$ cat config.mk
export PLATFORM = sky130hd
export DESIGN_NAME = dqs_burst_gen
export DESIGN_NICKNAME = d
export VERILOG_FILES = /design/src/rtl/dqs_burst_gen.sv
export SDC_FILE = /design/constraint.sdc
export NUM_CORES = 1
export LEC_CHECK = 0
export ABC_CLOCK_PERIOD_IN_PS = 2300
export CORE_MARGIN = 2
export CORE_UTILIZATION = 53
export DETAILED_ROUTE_END_ITERATION = 7
export PLACE_DENSITY = 0.78
export SYNTH_ARGS = -nofsm -noshare
export SYNTH_HDL_FRONTEND = slang
export SYNTH_SLANG_ARGS = --single-unit
$ cat constraint.sdc
create_clock -name clk -period 2.3 [get_ports clk]
set_clock_uncertainty 0.1 [all_clocks]
set_input_delay 0.23 -clock clk [delete_from_list [all_inputs] [get_ports clk]]
set_output_delay 0.23 -clock clk [all_outputs]
set_load 0.05 [all_outputs]
$ cat src/rtl/dqs_burst_gen.sv
// DQS strobe generator for write bursts on one or more byte lanes.
// Each burst runs preamble (driven low), toggle, postamble (driven low),
// then releases the lanes. All strobe outputs are registered; only ready
// is decoded from state and counter.
module dqs_burst_gen #(
  parameter int LANES     = 2,
  parameter int PREAMBLE  = 1,
  parameter int POSTAMBLE = 1,
  parameter int BL_WIDTH  = 4
) (
  input  logic                clk,
  input  logic                rst,
  input  logic                start,
  input  logic [BL_WIDTH-1:0] burst_len,
  input  logic [LANES-1:0]    lane_en,
  output logic                ready,
  output logic                busy,
  output logic                done,
  output logic [LANES-1:0]    dqs_data,
  output logic [LANES-1:0]    dqs_tri
);

  // One counter serves every phase, so it must hold both burst_len-1 and
  // the 4-bit preamble/postamble lengths.
  localparam int CW = (BL_WIDTH > 4) ? BL_WIDTH : 4;

  typedef enum logic [1:0] {
    S_IDLE = 2'd0,
    S_PRE  = 2'd1,
    S_DATA = 2'd2,
    S_POST = 2'd3
  } state_t;

  state_t              r_state;
  state_t              w_state_next;
  logic [CW-1:0]       r_cnt;
  logic [CW-1:0]       w_cnt_next;
  logic [BL_WIDTH-1:0] r_bl;
  logic [BL_WIDTH-1:0] w_bl_next;
  logic [LANES-1:0]    r_lane;
  logic [LANES-1:0]    w_lane_next;
  logic                r_tog;
  logic                w_tog_next;
  logic                w_done_next;
  logic [LANES-1:0]    w_tri_next;
  logic [LANES-1:0]    w_data_next;
  logic                w_last;
  logic                w_accept;

  logic [LANES-1:0]    r_dqs_tri;
  logic [LANES-1:0]    r_dqs_data;
  logic                r_busy;
  logic                r_done;

  // The counter reaching zero marks the final cycle of the current phase.
  assign w_last   = (r_cnt == '0);
  assign ready    = (r_state == S_IDLE) || ((r_state == S_POST) && w_last);
  // A zero-length request carries no toggles, so it is dropped outright.
  assign w_accept = start && ready && (burst_len != '0);

  // State register, phase counter and per-burst latched request fields.
  always_ff @(posedge clk or posedge rst) begin
    if (rst) begin
      r_state <= S_IDLE;
      r_cnt   <= '0;
      r_bl    <= '0;
      r_lane  <= '0;
      r_tog   <= 1'b0;
    end else begin
      r_state <= w_state_next;
      r_cnt   <= w_cnt_next;
      r_bl    <= w_bl_next;
      r_lane  <= w_lane_next;
      r_tog   <= w_tog_next;
    end
  end

  // Next-state, counter reload on every phase entry, and done request.
  always_comb begin
    w_state_next = r_state;
    w_cnt_next   = r_cnt;
    w_bl_next    = r_bl;
    w_lane_next  = r_lane;
    w_done_next  = 1'b0;
    case (r_state)
      S_IDLE: begin
        if (w_accept) begin
          w_state_next = S_PRE;
          w_cnt_next   = CW'(PREAMBLE - 1);
          w_bl_next    = burst_len;
          w_lane_next  = lane_en;
        end
      end
      S_PRE: begin
        if (w_last) begin
          w_state_next = S_DATA;
          w_cnt_next   = CW'(r_bl) - CW'(1);
        end else begin
          w_cnt_next   = r_cnt - CW'(1);
        end
      end
      S_DATA: begin
        if (w_last) begin
          w_state_next = S_POST;
          w_cnt_next   = CW'(POSTAMBLE - 1);
        end else begin
          w_cnt_next   = r_cnt - CW'(1);
        end
      end
      S_POST: begin
        if (w_last) begin
          w_done_next = 1'b1;
          if (w_accept) begin
            w_state_next = S_PRE;
            w_cnt_next   = CW'(PREAMBLE - 1);
            w_bl_next    = burst_len;
            w_lane_next  = lane_en;
          end else begin
            w_state_next = S_IDLE;
            w_cnt_next   = '0;
          end
        end else begin
          w_cnt_next = r_cnt - CW'(1);
        end
      end
      default: begin
        w_state_next = S_IDLE;
        w_cnt_next   = '0;
      end
    endcase
  end

  // Output values for the upcoming cycle, derived from the next state so the
  // registered outputs line up with the state they describe.
  always_comb begin
    w_tog_next  = 1'b0;
    w_tri_next  = '1;
    w_data_next = '0;
    if (w_state_next == S_DATA) begin
      w_tog_next = (r_state == S_DATA) ? ~r_tog : 1'b1;
    end
    if (w_state_next != S_IDLE) begin
      w_tri_next = ~w_lane_next;
    end
    if (w_state_next == S_DATA) begin
      w_data_next = w_lane_next & {LANES{w_tog_next}};
    end
  end

  // Registered strobe, status and done outputs.
  always_ff @(posedge clk or posedge rst) begin
    if (rst) begin
      r_dqs_tri  <= '1;
      r_dqs_data <= '0;
      r_busy     <= 1'b0;
      r_done     <= 1'b0;
    end else begin
      r_dqs_tri  <= w_tri_next;
      r_dqs_data <= w_data_next;
      r_busy     <= (w_state_next != S_IDLE);
      r_done     <= w_done_next;
    end
  end

  assign dqs_tri  = r_dqs_tri;
  assign dqs_data = r_dqs_data;
  assign busy     = r_busy;
  assign done     = r_done;

endmodule

* After elaboration in Yosys (flattened, before gate mapping)
Index checks and enable logic that the tools add are counted.
Storage, ports and cells: flip-flop bits (word level) 19, output and inout bits 7, word-level logic and storage cells 53
Cells by class: add/sub/neg operators 2, equality and inequality tests 6, muxes and demuxes 22, bitwise gates (word level) 3, reduce and logical (&&, ||, !) cells 11
Operators with widths (count):
- $mux W4 | 5
- $mux W2 | 8
- $pmux W4 S3 | 1
- $pmux W2 S4 | 1
- $pmux W4 S2 | 1
- $sub A4 B1 Y4 const B | 2
- $eq A2 B2 Y1 const B | 3
- $mux W1 | 5
- $logic_not A4 Y1 | 1
- $ne A2 B2 Y1 const B | 2
- $pmux W2 S2 | 1
- $reduce_bool A2 Y1 | 2
- $reduce_bool A4 Y1 | 1
- $logic_and A1 B1 Y1 | 3
- $and A2 B2 Y2 | 1
- $eq A2 B1 Y1 const B | 1
- $logic_not A2 Y1 | 1
- $not A2 Y2 | 1
- $reduce_and A2 Y1 | 1
- $reduce_or A2 Y1 | 1
- $logic_or A1 B1 Y1 | 1
- $not A1 Y1 | 1

* Logic depth before layout (Yosys ltp)
Gate-level depths: netlist of run 1.
depth in word-level cells 12, gate-level depth with buffers 7, mapped depth without buffers 7

* Worst setup path before layout of run 1
OpenSTA, ideal clock, no wires.
path kind register to register, start point register r_cnt[0], end point register r_dqs_data[0], in the netlist dqs_data[0], setup time 94 ps, arrival time 1761 ps, data required time 2106 ps, path slack 345 ps, stages on the path, launching flop included 7, period minus slack after synthesis 1955 ps, path through dfrtp_1 > inv_1 > ha_1 > or3b_4 > a2111oi_4 > nor3_2 > a211oi_1
Between the ends: cells in the longest elaborated chain, start to end 12, elaborated cells on any way between the ends 18, those cells by class eq/ne (1); mux (11); bitwise (1); reduce/logical (5)
RTL lines:
- start: declaration | RTL line 36 | logic [CW-1:0] r_cnt;
- start signal: assignment | RTL line 71 | r_cnt <= w_cnt_next;
- $logic_not A4 Y1 * | RTL line 56 | assign w_last = (r_cnt == '0);
- $logic_and A1 B1 Y1 | RTL line 57 | assign ready = (r_state == S_IDLE) || ((r_state == S_POST) && w_last);
- $logic_or A1 B1 Y1 | RTL line 57
- $logic_and A1 B1 Y1 (2 in series) | RTL line 59 | assign w_accept = start && ready && (burst_len != '0);
- $mux W1 | RTL line 113 | if (w_accept) begin
- $mux W2 | RTL line 111 | if (w_last) begin
- $pmux W2 S4 | RTL line 85 | case (r_state)
- $eq A2 B2 Y1 | RTL line 139, 145
- $mux W1 | RTL line 139 | if (w_state_next == S_DATA) begin
- $and A2 B2 Y2 | RTL line 146 | w_data_next = w_lane_next & {LANES{w_tog_next}};
- $mux W2 * | RTL line 145 | if (w_state_next == S_DATA) begin
- net w_data_next[0] | RTL line 46 | logic [LANES-1:0] w_data_next;
- end signal: assignment | RTL line 159 | r_dqs_data <= w_data_next;
- end: declaration | RTL line 51 | logic [LANES-1:0] r_dqs_data;
The timed path passes the listed nets; every way through them passes the cells marked *. A chain may end at the register's enable or synchronous reset.

* Worst setup path after layout of run 1
start point register r_cnt[0], end point output port ready
Between the ends: cells in the longest elaborated chain, start to end 3
RTL lines:
- $logic_not A4 Y1 | RTL line 56
- $logic_and A1 B1 Y1 | RTL line 57
- $logic_or A1 B1 Y1 | RTL line 57
- end: declaration | RTL line 16 | output logic ready,
No other way between the ends.

==> metrics.md, run 1 <==
| Metric | Value |
|---|---|
| Status | completed |
| Worst slew pin tran | ~0.73 ns |
| Most common cell after layout, fill and taps aside | dfrtp_1 |
| # rows | 16 |
| Part of the power in the clock network | about 8.4% |
| Register area share after synthesis | between 40% and 50% |
| Gpl congestion | 0.801 |
| Post-DR wirelength/cell | around 15 µm |
| Total wire length | 2.34 mm |
| Worst IR Drop VDD | roughly 0.0010 V |
| Fin. Hold Viols | 0 |
| CTS Sinks | 19 |
| CTS buffer count | 3 |
| Leakage | a little under 0.6 nW |
| DR pass1 iterations | 4 |
| Largest net degree at the start of global routing | 20 |
| Max_cap viols | 0 |
| Startpoint types | flop |
| Final min period | 2.21 ns |
| Most used cell, CP | buf_4 |
| Final setup vio count | 0 |
| CTS Hold Bufs | 0 |
| Synth unique cells | 38 |
| Initial Utilization | roughly 57% |
| R2R Path Start | r_cnt[0]$_DFFE_PP0P_ |
| TritonCTS clock tree | built |
| Fmax | roughly 0.45 GHz |
| First-pass GRT wire length | roughly 4.0 mm |
| Hold Worst Slack | roughly 0.23 ns |
| CTS Root Cell | clkbuf_4 |
| Register bit count reported by yosys | 19 |
| Fin util | 68.6% |
| Gr usage total | 21.4% |
| Placed cell area | about 1300 µm² |
| Power share of the sequential group | 26.7% |
| Worst skew pair latency | a little over 0.3 ns |
| CP max FO | 6 |
| Syn-to-layout area delta | 21.3% |
| Family with the most delay on the worst path | simple AND/OR/NAND/NOR gates |
| Critical setup path kind | reg2out |
| Total gr overflow | 0 |
| Critical path arrival | 1.88 ns |
| Max incr delay on CP | 0.39 ns |
| Syn_nets | roughly 120 |
| Logic gate share of total power | approximately 65% |
| NetSw | a little under 1 mW |
| Fillers | 150 |
| Fin crit share | between 90% and 100% |
| Type of destination of the critical path | output port |
| Internal power | 1.09 mW |
| HP Class | in2async |
| Most frequent cells in the layout | 17 x dfrtp_1, 14 x clkdlybuf4s50_1, 12 x inv_1 |
| Slew headroom | between 50% and 60% |
| Initial antenna violation count | 0 |
| HPWL Detailed | 1.76 mm |
| Setup crit start | r_cnt[0]$_DFFE_PP0P_ |
| H-tree depth | 1 |
| Die area | between 2000 and 2500 µm² |
| Detail Route Antenna Nets | 0 |
| Die height | roughly 50 µm |
| DR DRC count | 0 |
| Detailed Route Iter0 Violations | 22 |
| IO buf count | 15 |
| Max Buffers Root-to-Sink | 2 |
| I/O Pins | 16 |
| Synth Instances | approximately 100 |
| Share of post-route cells with drive strength above 1 | between 10% and 20% |
| Die W | 50.0 µm |
| Worst-path clk slew | roughly 0.11 ns |
| Via count | between 800 and 900 |
| ANT cells | 0 |
| CP max stage cell | dfrtp_1 |
| RSZ-0062 raised after global routing | false |
| Finished Cell Area | between 1000 and 1500 µm² |
| Vias in the first global route | 865 |
| Yosys warns | 0 |
| CP Buf/Inv Count | 3 |
| Nets | roughly 140 |
| Core ar. | roughly 2000 µm² |
| Required @ worst endpoint | 1.97 ns |
| Net Sw Frac | 47.1% |
| Worst path cell trace | inv_1, ha_1, buf_4, and4bb_2, or2_2, buf_4 |
| Max-slew violations | 0 |
| Vias per cell | 5.88 |
| Setup TNS | 0 ns |
| Mean Syn Cell Area | 10.9 µm² |
| Post-Synthesis Cell Area | about 1100 µm² |
| P per Cell Area | around 1500 nW/µm² |
==> final timing paths <==
kind                       depth (start not counted)  slack, ns                    end
max                                                6       0.09                  ready
min                                                2       0.23    r_lane[1]$_DFF_PP0_
max reg2reg                                        6       0.22   dqs_tri[0]$_DFF_PP1_
min reg2reg                                        2       0.46  dqs_data[1]$_DFF_PP0_
max in group asynchronous                          2       1.41        r_tog$_DFF_PP0_
min in group clk                                   2       0.46  dqs_data[1]$_DFF_PP0_
==> final cells by class <==
cell class                      instances  area (µm²)  share of cell area [%]
Sequential cell                        19         478                    35.1
Clock inverter                          1        5.00                   0.368
Tap cell                               27        33.8                    2.48
Timing Repair Buffer                   20         185                    13.6
Multi-Input combinational cell         70         591                    43.4
Inverter                               12        45.0                    3.31
Clock buffer                            3        22.5                    1.66
==> worst reg2reg max path: cells and delay by family (launching register included) <==
| kind | cells | cell delay (ns) |
|---|---|---|
| buf+inv | 1 | 0.07 |
| compound gates | 2 | 0.69 |
| fa+ha+maj | 1 | 0.17 |
| flops | 1 | 0.42 |
| simple gates | 2 | 0.58 |
==> per-layer routing <==
layer  vias up  share of wire [%]  wire length (µm)  global-route usage, %
met3         5                3.4                79                   4.55
met2        18                 48              1130                   36.4
met5         -                  0                 0                      0
li1        437                  -                 -                      -
met1       433                 46              1080                   25.0
met4         0                2.1                48                   11.1
==> kinds of logic after synthesis <==
| kind of cell | count (synthesis) | share of synthesized area (%) |
|---|---|---|
| AO/OA/AOI/OAI | 30 | 25.0 |
| XOR/XNOR | 3 | 2.34 |
| AND/OR/NAND/NOR | 26 | 13.5 |
| flip-flops | 19 | 42.6 |
| adder cells (fa/ha/maj) | 7 | 7.81 |
| buffers and inverters | 14 | 4.69 |
| multiplexers | 4 | 4.02 |
==> metrics by stage <==
stage          total power [mW]  setup WS (ns)  std cells
2_1_floorplan              1.57          0.345        103
3_3_place_gp               1.85          0.181        146
3_5_place_dp               1.88         0.0922        146
4_1_cts                    2.07         0.0538        150
5_1_grt                    2.23         0.0402        152
6_report                   2.06         0.0885        152
==> Yosys cell counts <==
cell / n / share of area (%)
a2111oi_4: 2 / 4.9
a211o_1: 1 / 0.78
a211oi_1: 2 / 1.3
a21oi_1: 2 / 0.89
a22o_1: 4 / 3.1
a311oi_1: 1 / 0.78
and2_1: 2 / 1.1
and4bb_2: 1 / 1.1
buf_1: 1 / 0.33
clkbuf_1: 1 / 0.33
dfrtp_1: 17 / 38
dfstp_2: 2 / 4.7
ha_1: 7 / 7.8
inv_1: 12 / 4.0
mux2_2: 4 / 4.0
nand2_1: 3 / 1.0
nand2b_1: 1 / 0.56
nand3_1: 3 / 1.3
nor2_1: 4 / 1.3
nor3_1: 5 / 2.2
nor3_2: 1 / 0.89
nor3b_1: 1 / 0.67
nor4_1: 2 / 1.1
o2111ai_1: 3 / 2.3
o211a_1: 2 / 1.8
o21ai_0: 2 / 0.89
o221ai_1: 2 / 1.6
o22ai_1: 3 / 1.7
o2bb2ai_1: 1 / 0.78
o31ai_1: 1 / 0.67
o32a_1: 1 / 0.89
o32ai_1: 1 / 0.78
o41a_1: 1 / 1.0
o41ai_1: 1 / 0.78
or2_1: 1 / 0.56
or2_2: 1 / 0.56
or3b_4: 1 / 1.0
xnor2_1: 3 / 2.3
==> registers in the layout (all words and copies together), names as in the netlist <==
| name | flops |
|---|---|
| dqs_data | 2 |
| dqs_tri | 2 |
| r_state | 2 |
| r_bl | 4 |
| done | 1 |
| r_lane | 2 |
| busy | 1 |
| r_tog | 1 |
| r_cnt | 4 |
==> power by group through the flow <==
stage / clock, mW / sequential [mW] / combinational [mW]
2_1_floorplan: 0 / 0.644 / 0.921
3_3_place_gp: 0 / 0.553 / 1.29
3_5_place_dp: 0 / 0.558 / 1.32
4_1_cts: 0.181 / 0.553 / 1.33
5_1_grt: 0.198 / 0.565 / 1.47
6_report: 0.173 / 0.551 / 1.34
==> timing repair <==
item                                    4_1_cts  5_1_grt
endpoints found under the setup margin        0        1
resized for setup                             0        0
setup buffers                                 0        2
Power figures use the tool's default switching activity.
==> run 2: changes to the inputs <==
--- a/config.mk
+++ b/config.mk
@@ -6,6 +6,7 @@
 export NUM_CORES = 1
 export LEC_CHECK = 0
 export ABC_CLOCK_PERIOD_IN_PS = 2300
+export CAP_MARGIN = 10
 export CORE_MARGIN = 2
 export CORE_UTILIZATION = 53
 export DETAILED_ROUTE_END_ITERATION = 7
==> results of run 2 <==
Same layout as run 1: the final DEF is identical, and so are final timing and power.
